==> src/rtl/input_sequencer_if.sv <==
// Shared command encoding for the Tetris core plus the player-input bundle
// that connects the input sequencer to its sources and to the game FSM.
package input_sequencer_pkg;
  typedef enum logic [3:0] {
    NONE       = 4'd0,
    IDLE       = 4'd1,
    WAIT       = 4'd2,
    LEFT       = 4'd3,
    RIGHT      = 4'd4,
    DOWN       = 4'd5,
    DROP       = 4'd6,
    ROTATE     = 4'd7,
    ROTATE_REV = 4'd8,
    HOLD       = 4'd9,
    BAR        = 4'd10,
    SPAWN      = 4'd11,
    LOCK       = 4'd12,
    CLEAR      = 4'd13,
    GAME_OVER  = 4'd14
  } state_type;
endpackage

interface input_sequencer_if #(
  parameter int unsigned LEVEL_W = 4,
  parameter int unsigned QDEPTH  = 16
);
  import input_sequencer_pkg::*;

  logic                   rx_valid;
  logic [7:0]             rx_byte;
  logic [3:0]             btn;
  logic [3:0]             sw_pulse;
  logic [LEVEL_W-1:0]     level;
  logic                   pause;
  state_type              state;
  state_type              control;
  logic [$clog2(QDEPTH):0] q_count;
  logic                   overflow;

  modport master (
    output rx_valid, rx_byte, btn, sw_pulse, level, pause, state,
    input  control, q_count, overflow
  );

  modport slave (
    input  rx_valid, rx_byte, btn, sw_pulse, level, pause, state,
    output control, q_count, overflow
  );
endinterface

==> src/rtl/input_sequencer.sv <==
// Player-input front end: arbitrates UART, buttons (with DAS), switch pulses
// and level-scaled gravity into a command FIFO drained by the game FSM.
module input_sequencer
  import input_sequencer_pkg::*;
#(
  parameter int unsigned QDEPTH       = 16,
  parameter int unsigned GRAVITY_BASE = 50_000_000,
  parameter int unsigned GRAVITY_STEP = 4_000_000,
  parameter int unsigned GRAVITY_MIN  = 5_000_000,
  parameter int unsigned LEVEL_W      = 4,
  parameter int unsigned DAS_DELAY    = 10_000_000,
  parameter int unsigned DAS_RATE     = 3_000_000
) (
  input  logic            i_clk,
  input  logic            i_reset_n,
  input_sequencer_if.slave io_bus
);

  localparam int unsigned PW = $clog2(QDEPTH);
  localparam int unsigned CW = PW + 1;

  // FIFO state
  state_type         r_mem [QDEPTH];
  logic [PW-1:0]     r_rd;
  logic [PW-1:0]     r_wr;
  logic [CW-1:0]     r_count;
  state_type         r_control;
  logic              r_overflow;

  // Timers and edge tracking
  logic [31:0]       r_grav_cnt;
  logic              r_grav_pend;
  logic [31:0]       r_das_cnt [3];
  logic [3:0]        r_btn_prev;

  logic [LEVEL_W-1:0] w_level;
  logic [31:0]       w_prod;
  logic [31:0]       w_period;
  logic              w_grav_exp;
  logic [3:0]        w_btn_edge;
  logic [2:0]        w_das_rep;
  logic [3:0]        w_btn_ev;
  state_type         w_uart_cmd;
  state_type         w_cand;
  logic              w_cand_valid;
  logic              w_cand_grav;
  logic              w_pop;
  logic              w_full;
  logic              w_push;
  logic              w_drop;
  logic              w_down_push;
  logic [CW-1:0]     w_count_next;
  logic [PW-1:0]     w_rd_next;
  state_type         w_head_next;

  function automatic state_type f_decode(input logic [7:0] b);
    case (b)
      8'h41, 8'h61: return LEFT;
      8'h44, 8'h64: return RIGHT;
      8'h53, 8'h73: return DOWN;
      8'h57, 8'h77, 8'h20: return DROP;
      8'h43, 8'h63: return HOLD;
      8'h58, 8'h78: return ROTATE;
      8'h5A, 8'h7A: return ROTATE_REV;
      8'h42, 8'h62: return BAR;
      default: return NONE;
    endcase
  endfunction

  // Gravity period, clamped without ever letting the subtraction wrap
  assign w_level = io_bus.level;
  assign w_prod  = 32'(w_level) * GRAVITY_STEP;

  always_comb begin
    w_period = GRAVITY_MIN;
    if ((w_prod < GRAVITY_BASE) && ((GRAVITY_BASE - w_prod) > GRAVITY_MIN))
      w_period = GRAVITY_BASE - w_prod;
  end

  assign w_grav_exp = (r_grav_cnt >= (w_period - 32'd1));

  assign w_btn_edge = io_bus.btn & ~r_btn_prev;

  always_comb begin
    for (int unsigned i = 0; i < 3; i++) begin
      w_das_rep[i] = io_bus.btn[i] && !w_btn_edge[i] &&
                     (r_das_cnt[i] == (DAS_DELAY - 32'd1));
    end
  end

  assign w_btn_ev   = {w_btn_edge[3], w_btn_edge[2:0] | w_das_rep};
  assign w_uart_cmd = io_bus.rx_valid ? f_decode(io_bus.rx_byte) : NONE;

  // Single-winner arbitration; losers are simply discarded
  always_comb begin
    w_cand      = NONE;
    w_cand_grav = 1'b0;
    if (!io_bus.pause) begin
      if (w_uart_cmd != NONE) begin
        w_cand = w_uart_cmd;
      end else if (|w_btn_ev) begin
        if (w_btn_ev[0])      w_cand = RIGHT;
        else if (w_btn_ev[1]) w_cand = DOWN;
        else if (w_btn_ev[2]) w_cand = LEFT;
        else                  w_cand = HOLD;
      end else if (|io_bus.sw_pulse) begin
        if (io_bus.sw_pulse[0])      w_cand = DROP;
        else if (io_bus.sw_pulse[1]) w_cand = ROTATE;
        else if (io_bus.sw_pulse[2]) w_cand = ROTATE_REV;
        else                         w_cand = BAR;
      end else if (r_grav_pend) begin
        w_cand      = DOWN;
        w_cand_grav = 1'b1;
      end
    end
  end

  assign w_cand_valid = (w_cand != NONE);
  assign w_pop        = (io_bus.state == WAIT) && (r_count != '0);
  assign w_full       = (r_count == CW'(QDEPTH));
  assign w_push       = w_cand_valid && (!w_full || w_pop);
  assign w_drop       = w_cand_valid && !w_push && !w_cand_grav;
  assign w_down_push  = w_push && ((w_cand == DOWN) || (w_cand == DROP));
  assign w_rd_next    = w_pop ? (r_rd + PW'(1)) : r_rd;

  always_comb begin
    case ({w_push, w_pop})
      2'b10:   w_count_next = r_count + CW'(1);
      2'b01:   w_count_next = r_count - CW'(1);
      default: w_count_next = r_count;
    endcase
  end

  // Head is registered, so look ahead to what the next head slot will hold
  always_comb begin
    w_head_next = NONE;
    if (w_count_next != '0) begin
      if (w_push && (r_wr == w_rd_next)) w_head_next = w_cand;
      else                               w_head_next = r_mem[w_rd_next];
    end
  end

  always_ff @(posedge i_clk) begin
    if (w_push) r_mem[r_wr] <= w_cand;
  end

  always_ff @(posedge i_clk) begin
    if (!i_reset_n) begin
      r_rd       <= '0;
      r_wr       <= '0;
      r_count    <= '0;
      r_control  <= NONE;
      r_overflow <= 1'b0;
    end else begin
      if (w_push) r_wr <= r_wr + PW'(1);
      r_rd      <= w_rd_next;
      r_count   <= w_count_next;
      r_control <= w_head_next;
      if (w_drop) r_overflow <= 1'b1;
    end
  end

  always_ff @(posedge i_clk) begin
    if (!i_reset_n) begin
      r_grav_cnt  <= '0;
      r_grav_pend <= 1'b0;
    end else if (!io_bus.pause) begin
      if (w_down_push) begin
        r_grav_cnt <= '0;
      end else if (w_grav_exp) begin
        r_grav_cnt  <= '0;
        r_grav_pend <= 1'b1;
      end else begin
        r_grav_cnt <= r_grav_cnt + 32'd1;
      end
      if (w_push && (w_cand == DOWN)) r_grav_pend <= 1'b0;
    end
  end

  // Edge cycle counts as tick 0, so the first repeat lands DAS_DELAY-1 later
  always_ff @(posedge i_clk) begin
    if (!i_reset_n) begin
      r_btn_prev <= '0;
      for (int unsigned i = 0; i < 3; i++) r_das_cnt[i] <= '0;
    end else begin
      r_btn_prev <= io_bus.btn;
      if (!io_bus.pause) begin
        for (int unsigned i = 0; i < 3; i++) begin
          if (!io_bus.btn[i])     r_das_cnt[i] <= '0;
          else if (w_btn_edge[i]) r_das_cnt[i] <= 32'd1;
          else if (w_das_rep[i])  r_das_cnt[i] <= DAS_DELAY - DAS_RATE;
          else                    r_das_cnt[i] <= r_das_cnt[i] + 32'd1;
        end
      end
    end
  end

  assign io_bus.control  = r_control;
  assign io_bus.q_count  = r_count;
  assign io_bus.overflow = r_overflow;

endmodule
==> src/flat_wrapper.sv <==
// flat-port wrapper written by rule: the top's interface ports become plain ports
module input_sequencer_flat import input_sequencer_pkg::*;
#(
  parameter int unsigned QDEPTH       = 16,
  parameter int unsigned GRAVITY_BASE = 50_000_000,
  parameter int unsigned GRAVITY_STEP = 4_000_000,
  parameter int unsigned GRAVITY_MIN  = 5_000_000,
  parameter int unsigned LEVEL_W      = 4,
  parameter int unsigned DAS_DELAY    = 10_000_000,
  parameter int unsigned DAS_RATE     = 3_000_000
)
  (i_clk, i_reset_n, io_bus_rx_valid, io_bus_rx_byte, io_bus_btn, io_bus_sw_pulse, io_bus_level, io_bus_pause, io_bus_state, io_bus_control, io_bus_q_count, io_bus_overflow);
  input_sequencer_if #(.LEVEL_W(LEVEL_W), .QDEPTH(QDEPTH)) io_bus_i ();
  input  logic i_clk;
  input  logic i_reset_n;
  input wire logic [$bits(io_bus_i.rx_valid)-1:0] io_bus_rx_valid;
  input wire logic [$bits(io_bus_i.rx_byte)-1:0] io_bus_rx_byte;
  input wire logic [$bits(io_bus_i.btn)-1:0] io_bus_btn;
  input wire logic [$bits(io_bus_i.sw_pulse)-1:0] io_bus_sw_pulse;
  input wire logic [$bits(io_bus_i.level)-1:0] io_bus_level;
  input wire logic [$bits(io_bus_i.pause)-1:0] io_bus_pause;
  input wire logic [$bits(io_bus_i.state)-1:0] io_bus_state;
  output wire logic [$bits(io_bus_i.control)-1:0] io_bus_control;
  output wire logic [$bits(io_bus_i.q_count)-1:0] io_bus_q_count;
  output wire logic [$bits(io_bus_i.overflow)-1:0] io_bus_overflow;
  assign io_bus_i.rx_valid = io_bus_rx_valid;
  assign io_bus_i.rx_byte = io_bus_rx_byte;
  assign io_bus_i.btn = io_bus_btn;
  assign io_bus_i.sw_pulse = io_bus_sw_pulse;
  assign io_bus_i.level = io_bus_level;
  assign io_bus_i.pause = io_bus_pause;
  assign io_bus_i.state = io_bus_state;
  assign io_bus_control = io_bus_i.control;
  assign io_bus_q_count = io_bus_i.q_count;
  assign io_bus_overflow = io_bus_i.overflow;
  input_sequencer #(.QDEPTH(QDEPTH), .GRAVITY_BASE(GRAVITY_BASE), .GRAVITY_STEP(GRAVITY_STEP), .GRAVITY_MIN(GRAVITY_MIN), .LEVEL_W(LEVEL_W), .DAS_DELAY(DAS_DELAY), .DAS_RATE(DAS_RATE)) u_core (.i_clk(i_clk), .i_reset_n(i_reset_n), .io_bus(io_bus_i));
endmodule
==> config.mk <==
export PLATFORM = sky130hd
export DESIGN_NAME = input_sequencer_flat
export DESIGN_NICKNAME = d
export VERILOG_FILES = /design/src/rtl/input_sequencer_if.sv /design/src/rtl/input_sequencer.sv /design/src/flat_wrapper.sv
export SDC_FILE = /design/constraint.sdc
export NUM_CORES = 1
export LEC_CHECK = 0
export ABC_AREA = 1
export CAP_MARGIN = 0
export CORE_ASPECT_RATIO = 1.25
export CORE_UTILIZATION = 30
export DETAILED_ROUTE_END_ITERATION = 6
export SLEW_MARGIN = 10
export SYNTH_ARGS = -nofsm -noshare
export SYNTH_HDL_FRONTEND = slang
export SYNTH_SLANG_ARGS = --single-unit
==> constraint.sdc <==
create_clock -name i_clk -period 5.3 [get_ports i_clk]
set_input_delay 0.795 -clock i_clk [delete_from_list [all_inputs] [get_ports i_clk]]
set_output_delay 0.795 -clock i_clk [all_outputs]
set_load 0.01 [all_outputs]
* Yosys cells after proc, flatten, opt, wreduce, memory -nomap -nowiden *
Memories as Yosys holds them, arrays and structs flattened. A register that Yosys moved wholly into a read port is not among the register bits.
Index checks and enable logic that the tools add are counted.

cells by class
  magnitude comparators = 3
  div/mod/pow operators = 0
  $add $sub $neg = 10
  bitwise logic cells = 16
  reductions and logical operators = 39
  shifts and indexed selects = 0
  multiplexer cells = 104
  multipliers = 1
  equality and inequality tests = 27

operators with widths
  operator                number
  $mux 32                 15
  $add 32x1->32 const B   4
  $eq 8x7->1 const B      16
  $eq 32x24->1 const B    3
  $mux 1                  74
  $mux 4                  11
  $ge 32x32->1            1
  $gt 32x23->1 const B    1
  $pmux 4 s8              1
  $sub 32x1->32 const B   1
  $sub 26x26->27 const A  1
  $lt 26x26->1 const B    1
  $mul 4x14->18 const B   1
  $reduce_or 2->1         7
  $logic_and 1x1->1       13
  $or 1x1->1              12
  $pmux 5 s2              1
  $reduce_bool 5->1       2
  $add 4x1->4 const B     2
  $eq 4x3->1 const B      2
  $eq 8x6->1 const B      1
  $reduce_bool 4->1       2
  $reduce_or 4->1         2
  $logic_not 1->1         7
  other kinds (18)        19

storage, ports and cells
  word-level logic and storage cells = 209
  input port bits = 28
  register bits = 51
  output and inout port bits = 10
  bits in read-only memories = 0
  memories kept = 2
  latch bits = 0
  RAM bits = 160

memory list
  memory            words  width  read ports  clocked after memory_dff  wr ports  line                   RTL
  u_core.r_das_cnt  3      32     3           0                         3         input_sequencer.sv:33  logic [31:0] r_das_cnt [3];
  u_core.r_mem      16     4      1           1                         1         input_sequencer.sv:23  state_type r_mem [QDEPTH];

* Depth between registers and ports, before layout *
Gate-level depths: netlist of the first run.

  depth after elaboration = 19
  depth in mapped cells = 26
  depth with buffers taken out = 26

* Worst setup path before layout of the first run *
No wires, ideal clock.

  kind = input to register
  start point = input io_bus_level[1]
  end point = register u_core.r_grav_cnt[8]
  arrival time = 4.657 ns
  data required time = 5.230 ns
  buffers on the path = 1
  library setup time = 0.070 ns
  cell stages on the path = 25
  setup slack = 0.573 ns
  cells stage by stage = fa_1 -> inv_1 -> fa_1 -> inv_1 -> ha_1 -> a21oi_1 -> nand2_1 -> xor2_1 -> inv_1 -> nand4_1 -> nor2_1 -> nor2_1 -> inv_1 -> a21oi_1 -> o21ai_0 -> ha_1 -> a21oi_1 -> o21a_1 -> o211ai_1 -> a21oi_1 -> nand2_1 -> clkbuf_1 -> nor3_1 -> nand3_2 -> a21oi_1

between the ends
  longest elaborated chain between the ends = 9
  elaborated cells between the ends (all ways) = 10
  classes of those cells = add/sub (2); mul (1); order compare (3); mux (3); reduce/logical (1)

ends and longest elaborated chain
  item                    line                                          RTL
  start: declaration      flat_wrapper.sv:20                            input wire logic [$bits(io_bus_i.level)-1:0] io_bus_level;
  $mul 4x14->18 (*)       input_sequencer.sv:72                         assign w_prod = 32'(w_level) * GRAVITY_STEP;
  $sub 26x26->27          input_sequencer.sv:76, input_sequencer.sv:77
  $gt 32x23->1            input_sequencer.sv:76                         if ((w_prod < GRAVITY_BASE) && ((GRAVITY_BASE - w_prod) > GRAVITY_MIN))
  $logic_and 1x1->1       input_sequencer.sv:76
  $mux 32 (*)             input_sequencer.sv:76
  $sub 32x1->32 (*)       input_sequencer.sv:80                         assign w_grav_exp = (r_grav_cnt >= (w_period - 32'd1));
  $ge 32x32->1 (*)        input_sequencer.sv:80
  $mux 32 (*)             input_sequencer.sv:170                        end else if (w_grav_exp) begin
  $mux 32 (*)             input_sequencer.sv:168                        if (w_down_push) begin
  end signal: assignment  input_sequencer.sv:174                        r_grav_cnt <= r_grav_cnt + 32'd1;
  end: declaration        input_sequencer.sv:31                         logic [31:0] r_grav_cnt;

Mark *: on every way between the ends. The rest lies on a longest branch, timed or not.
A chain may end at the register's enable or synchronous reset.

* Worst setup path after layout of the first run *
  start point = input io_bus_level[3]
  end point = register u_core.r_grav_cnt[23]

The elaborated chain is that of the path after synthesis.

==> out/metrics.csv, run 1 <==
metric,value,unit
drc,0,
layout_commonest_cell,nand2_1,
synth_ff_type,edfxtp_1,
cts_root_buf,clkbuf_16,
rows,89,
status,completed,
grt_setup_unrepaired,false,
tns,0,ns
skew,0.0116,ns
critPathLaunch,io_bus_level[3],
slew_headroom,0.456,
dp.final_hpwl,25000,um
power_density,275,nW/um^2
ys_seq_elements,215,
tightest_slew,0.815,ns
hold_ws,0.489,ns
drtAntennaViolNets,0,
finalWeightedCongestion,0.850,
fillers,4871,
core,47100,um^2
cts_buffer_depth,3,
wire_per_inst,13.5,um
cp_max_fo,32,
synth_area_leaders,"edfxtp_1, nand2_1, dfxtp_1",
critPathArrivalTime,5.24,ns
numPortBuffers,37,
critical_path.slowest_cell,fa_1,
drtIter0Drc,766,
fin_crit_sh,0.904,
routed_wl,34500,um
avgSynthCellArea,7.72,um^2
final_cell_mix,"nand2_1, nor2_1, inv_1",
min_path_type,reg2reg,
yosys.cell_types.count,61,
power_leakage,0.00635,uW
clk_pin_slew_worst_paths,0.06,ns
synth_edf_count,160,
cts_tree,done,
synth_top_area_frac,0.336,
start_kind,input pin,
grt_pass1_vias,11900,
path_class,in2reg,
yosys_warnings,0,
num_io_pins,38,
drive_above_1_share,0.0860,
crit_end,u_core.r_grav_cnt[23],
ys_seq_area_frac,0.413,
start_util,0.304,
gr-total-overflow,0,
clock.fmax,0.209,GHz
die_w,197,um
yosys.area.top_type,edfxtp_1,
grt_start_max_net_pins,52,
fin_nets,1993,
cts_post_setup_buffers_inserted,0,
syn_inst,1854,
clkSinkCount,215,
cts_max_level,1,
crit_required,5.75,ns
antenna_cells,0,
cp-end-kind,flip-flop,
r2r_cells,24,
synthToLayoutAreaGrowth,13.8,%
worstReg2RegEnd,u_core.io_bus.control[1],
clkLatencyLatePin,0.52,ns
final-hold-violation-count,0,
finalMaxSlewViolations,0,
r2r_start,u_core.r_das_cnt[1][0],
vias,12300,
antenna_found_initial,0,
period_minus_slack,4.79,ns
syn-cell-area,14300,um^2
grt_usage,0.144,
numCtsBuffers,23,
design.die.area,48600,um^2
max_cap_viol_count,0,
reg2reg_slack,0.95,ns
grt_pass1_wl,58000,um
setup_viol,0,
viasPerCell,4.80,
ys_async_sr_fraction,0,
drtPass1Iterations,6,
hold_depth,2,
peakVddDrop,0.157,mV
die_h,246,um
critPathMaxStageDelay,0.51,ns
## registers in the layout (all words and copies together), names as in the netlist
register	count
u_core.io_bus.control	4
u_core.io_bus.overflow	1
u_core.io_bus.q_count	5
u_core.r_btn_prev	4
u_core.r_das_cnt	96
u_core.r_grav_cnt	32
u_core.r_grav_pend	1
u_core.r_mem	64
u_core.r_rd	4
u_core.r_wr	4
## per-layer routing
metal / wire length [um] / global-route usage / vias to the layer above
met5: 0 / 0 / -
met4: 1130 / 0.0593 / 0
met3: 1490 / 0.0145 / 67
met2: 17200 / 0.262 / 249
met1: 14700 / 0.171 / 5646
li1: - / - / 6290
## power by group
part           internal [uW]  leakage (uW)  switching (uW)
registers               1900       0.00210            73.9
logic                    288       0.00385             458
clock network           1090      0.000401             676
total                   3270       0.00635            1210
## worst max-delay path: cells and delay by family
kind,cells,cell delay (ns)
compound gates,7,0.91
xor+xnor,1,0.19
fa+ha+maj,4,1.66
buf+inv,6,0.85
simple gates,8,0.84
## area by class of cell
class                      count  area [um^2]  area share
clock buffer                  26          587      0.0360
clock inverter                15          226      0.0139
tap                          637          797      0.0489
timing repair buffer          64          586      0.0359
multi-input combinational   1354         7260       0.446
inverter                     244          926      0.0568
sequential                   215         5910       0.363
## worst min path at each step
stage,endpoint,start,slack [ns]
2_1_floorplan,u_core.r_grav_pend,u_core.r_grav_pend,0.45
3_3_place_gp,u_core.r_grav_cnt[1],u_core.r_grav_cnt[1],0.47
3_5_place_dp,u_core.r_grav_cnt[1],u_core.r_grav_cnt[1],0.48
4_1_cts,u_core.r_grav_cnt[1],u_core.r_grav_cnt[1],0.49
5_1_grt,u_core.r_grav_cnt[1],u_core.r_grav_cnt[1],0.52
6_report,u_core.r_grav_cnt[1],u_core.r_grav_cnt[1],0.49
## timing repair
action | 4_1_cts | 5_1_grt
setup endpoints to repair | 0 | 32
resized for setup | 0 | 5
hold buffers | 0 | 0
## cell usage after synthesis, types with 27 or more instances
| library cell | count |
|---|---|
| nand3_1 | 152 |
| ha_1 | 57 |
| edfxtp_1 | 160 |
| nor3_1 | 69 |
| nor2_1 | 259 |
| nand3b_1 | 27 |
| nand2_1 | 376 |
| dfxtp_1 | 55 |
| a21oi_1 | 98 |
| inv_1 | 230 |
| xor2_1 | 35 |
| o21ai_0 | 68 |
| nand4_1 | 34 |
## per-stage QoR
step,total power (uW),instance area [um^2],worst slack (ns),cells,utilization
2_1_floorplan,2510,14300,0.573,1859,-
3_3_place_gp,2740,15500,-0.0464,2514,0.328
3_5_place_dp,2750,15500,-0.203,2514,0.328
4_1_cts,4530,16300,0.336,2555,0.345
5_1_grt,4710,16300,0.0514,2555,0.346
6_report,4480,16300,0.510,2555,0.346
## kinds of logic after synthesis
| logic type | count (synthesis) | synth area share |
|---|---|---|
| AOI/OAI and AO/OA | 208 | 0.0813 |
| adders and majority gates | 63 | 0.0582 |
| and+or+nand+nor | 1033 | 0.339 |
| DFF | 215 | 0.413 |
| other | 1 | 0.000262 |
| xor gates and xnor gates | 44 | 0.0269 |
| buffers and inverters | 290 | 0.0821 |
(Power assumes the default switching activity.)
==> run 2, diff against run 1 <==
--- a/config.mk
+++ b/config.mk
@@ -8,7 +8,8 @@
 export ABC_AREA = 1
 export CAP_MARGIN = 0
 export CORE_ASPECT_RATIO = 1.25
-export CORE_UTILIZATION = 30
+export CORE_UTILIZATION = 45
+export CTS_BUF_LIST = sky130_fd_sc_hd__clkbuf_4 sky130_fd_sc_hd__clkbuf_8
 export DETAILED_ROUTE_END_ITERATION = 6
 export SLEW_MARGIN = 10
 export SYNTH_ARGS = -nofsm -noshare
==> out/metrics.csv, run 2 (synthesis gave the netlist of run 1 again) <==
metric,value,unit
dp.final_hpwl,24800,um
max_cap_viol_count,0,
gr-total-overflow,0,
design.die.area,32500,um^2
largest_reg_flops,96,
p_int,3090,uW
power_density,271,nW/um^2
cts_post_setup_buffers_inserted,0,
numCtsBuffers,39,
dp.cells,2283,
hold_end,u_core.io_bus.overflow,
viasPerCell,5.20,
reg2reg_slack,1.26,ns
wire_per_inst,14.7,um
drtPass1Iterations,5,
cts_tree,done,
cts_root_buf,clkbuf_8,
grt_usage,0.220,
utilization,0.514,
r2r_cells,25,
p_seq_frac,0.456,
setup_slack,0.430,ns
period_minus_slack,4.87,ns
pre_cts_ws,-0.209,ns
slew_headroom,0.464,
vias,12200,
hold_depth,2,
antenna_found_initial,0,
drc,0,
drtIter0Drc,607,
final_cells,2351,
regArea,5910,um^2
status,completed,
core,31100,um^2
crit_required,5.76,ns
grt_pass1_wl,58400,um
fin_nets,2008,
cts_max_level,2,
drtAntennaViolNets,0,
finalWeightedCongestion,0.859,
synthToLayoutAreaGrowth,11.6,%
fin_crit_sh,0.919,
worstReg2RegEnd,u_core.io_bus.control[2],
num_io_pins,38,
critPathArrivalTime,5.33,ns
cp-end-kind,flip-flop,
final_cell_mix,"nand2_1, nor2_1, inv_1",
reg.largest.list,"u_core.r_das_cnt: 96 flops, u_core.r_mem: 64 flops, u_core.r_grav_cnt: 32 flops",
multi_input_area,7270,um^2
tightest_slew,0.803,ns
fillers,3057,
start_kind,input pin,
clkLatencyLatePin,0.55,ns
top_register,u_core.r_das_cnt,
peakVddDrop,0.186,mV
power_leakage,0.00636,uW
clk_pin_slew_worst_paths,0.06,ns
grt_pass1_vias,12100,
antenna_cells,0,
start_util,0.461,
comb_power_share,0.170,
die_h,201,um
final-hold-violation-count,0,
finalMaxSlewViolations,0,
drive_above_1_share,0.0977,
setup_viol,0,
p_sw_frac,0.285,
layout_commonest_cell,nand2_1,
min_path_type,reg2reg,
clock.fmax,0.205,GHz
rows,72,
grt_start_max_net_pins,52,
numPortBuffers,37,
path_class,in2reg,
cts_buffer_depth,3,
clkSinkCount,215,
die_w,162,um
r2r_start,u_core.r_das_cnt[1][0],
p_clk_frac,0.374,
routed_wl,34600,um
min-delay-start,u_core.io_bus.overflow,
switchingPower,1230,uW
skew,0.0299,ns
cp_max_fo,32,
-- run 2: cell types whose count changed in the layout (fill, tap and decap cells not counted), sizes merged --
cell | previous run | this run
buf | 28 | 27
bufinv | 6 | 1
clkbuf | 26 | 57
clkdlybuf4s50 | 34 | 35
clkinv | 10 | 11
dlymetal6s2s | 2 | 1
-- run 2: timing repair --
| action | in CTS | in global routing |
|---|---|---|
| hold endpoints to repair | 0 | 0 |
| hold buffers | 0 | 0 |
| resized for setup | 0 | 4 |
| setup endpoints to repair | 0 | 18 |
-- run 2: per-stage QoR --
stage	total power, uW	hold slack [ns]	area, um^2	setup TNS, ns
floorplan	2510	0.446	14300	0
global placement	2730	0.455	15200	-0.487
detailed placement	2740	0.466	15200	-4.20
CTS	4380	0.483	16000	0
global route	4550	0.541	16000	-0.0341
finish	4320	0.480	16000	0
-- run 2: worst max path at each step --
stage                             to            start  slack (ns)  cells after the start
2_1_floorplan   u_core.r_grav_cnt[8]  io_bus_level[1]        0.57                     25
3_3_place_gp   u_core.r_grav_cnt[21]  io_bus_level[1]       -0.07                     25
3_5_place_dp   u_core.r_grav_cnt[23]  io_bus_level[1]       -0.21                     25
4_1_cts        u_core.r_grav_cnt[23]  io_bus_level[1]        0.35                     25
5_1_grt        u_core.r_grav_cnt[17]  io_bus_level[2]       -0.01                     25
6_report       u_core.r_grav_cnt[23]  io_bus_level[2]        0.43                     25
-- run 2: cell type report --
cell class                      count  share of cell area
Timing Repair Buffer               63              0.0360
Clock buffer                       57              0.0448
Tap cell                          407              0.0319
Sequential cell                   215               0.370
Inverter                          244              0.0580
Multi-Input combinational cell   1354               0.455
Clock inverter                     11             0.00478
-- run 2: power by group through the flow --
stage | combinational, uW | sequential [uW] | clock [uW]
floorplan | 510 | 2000 | 0
finish | 736 | 1970 | 1620
global route | 838 | 1980 | 1730
detailed placement | 738 | 2000 | 0
global placement | 726 | 2000 | 0
CTS | 742 | 1970 | 1670
-- run 2: worst max-delay path, stage by stage --
cell             delay (ns)
clkdlybuf4s50_1        0.46
fa_1                   0.56
inv_1                  0.06
fa_1                   0.49
inv_1                  0.04
ha_1                   0.34
a21oi_2                0.17
a21oi_1                0.08
o21ai_0                0.15
nand2_1                0.08
xor2_1                 0.15
nor2_1                 0.11
inv_1                  0.05
a21oi_1                0.11
o21ai_0                0.09
ha_1                   0.29
a21oi_1                0.16
o21a_1                 0.14
o211ai_1               0.10
a21oi_1                0.17
nand2_1                0.11
buf_12                 0.19
nor3_2                 0.18
nand3_1                0.09
a21oi_1                0.16
-- run 2: layer usage --
metal | part of all wire | up-vias | global-route usage
li1 | - | 6324 | -
met5 | 0 | - | 0
met4 | 0.026 | 0 | 0.0741
met2 | 0.51 | 170 | 0.402
met1 | 0.43 | 5676 | 0.261
met3 | 0.032 | 65 | 0.0295
==> run 3, diff against run 2 <==
--- a/config.mk
+++ b/config.mk
@@ -8,6 +8,7 @@
 export ABC_AREA = 1
 export CAP_MARGIN = 0
 export CORE_ASPECT_RATIO = 1.25
+export CORE_MARGIN = 1
 export CORE_UTILIZATION = 45
 export CTS_BUF_LIST = sky130_fd_sc_hd__clkbuf_4 sky130_fd_sc_hd__clkbuf_8
 export DETAILED_ROUTE_END_ITERATION = 6
==> results of run 3 <==
Same layout as run 2: the final DEF is identical, and so are final timing and power.
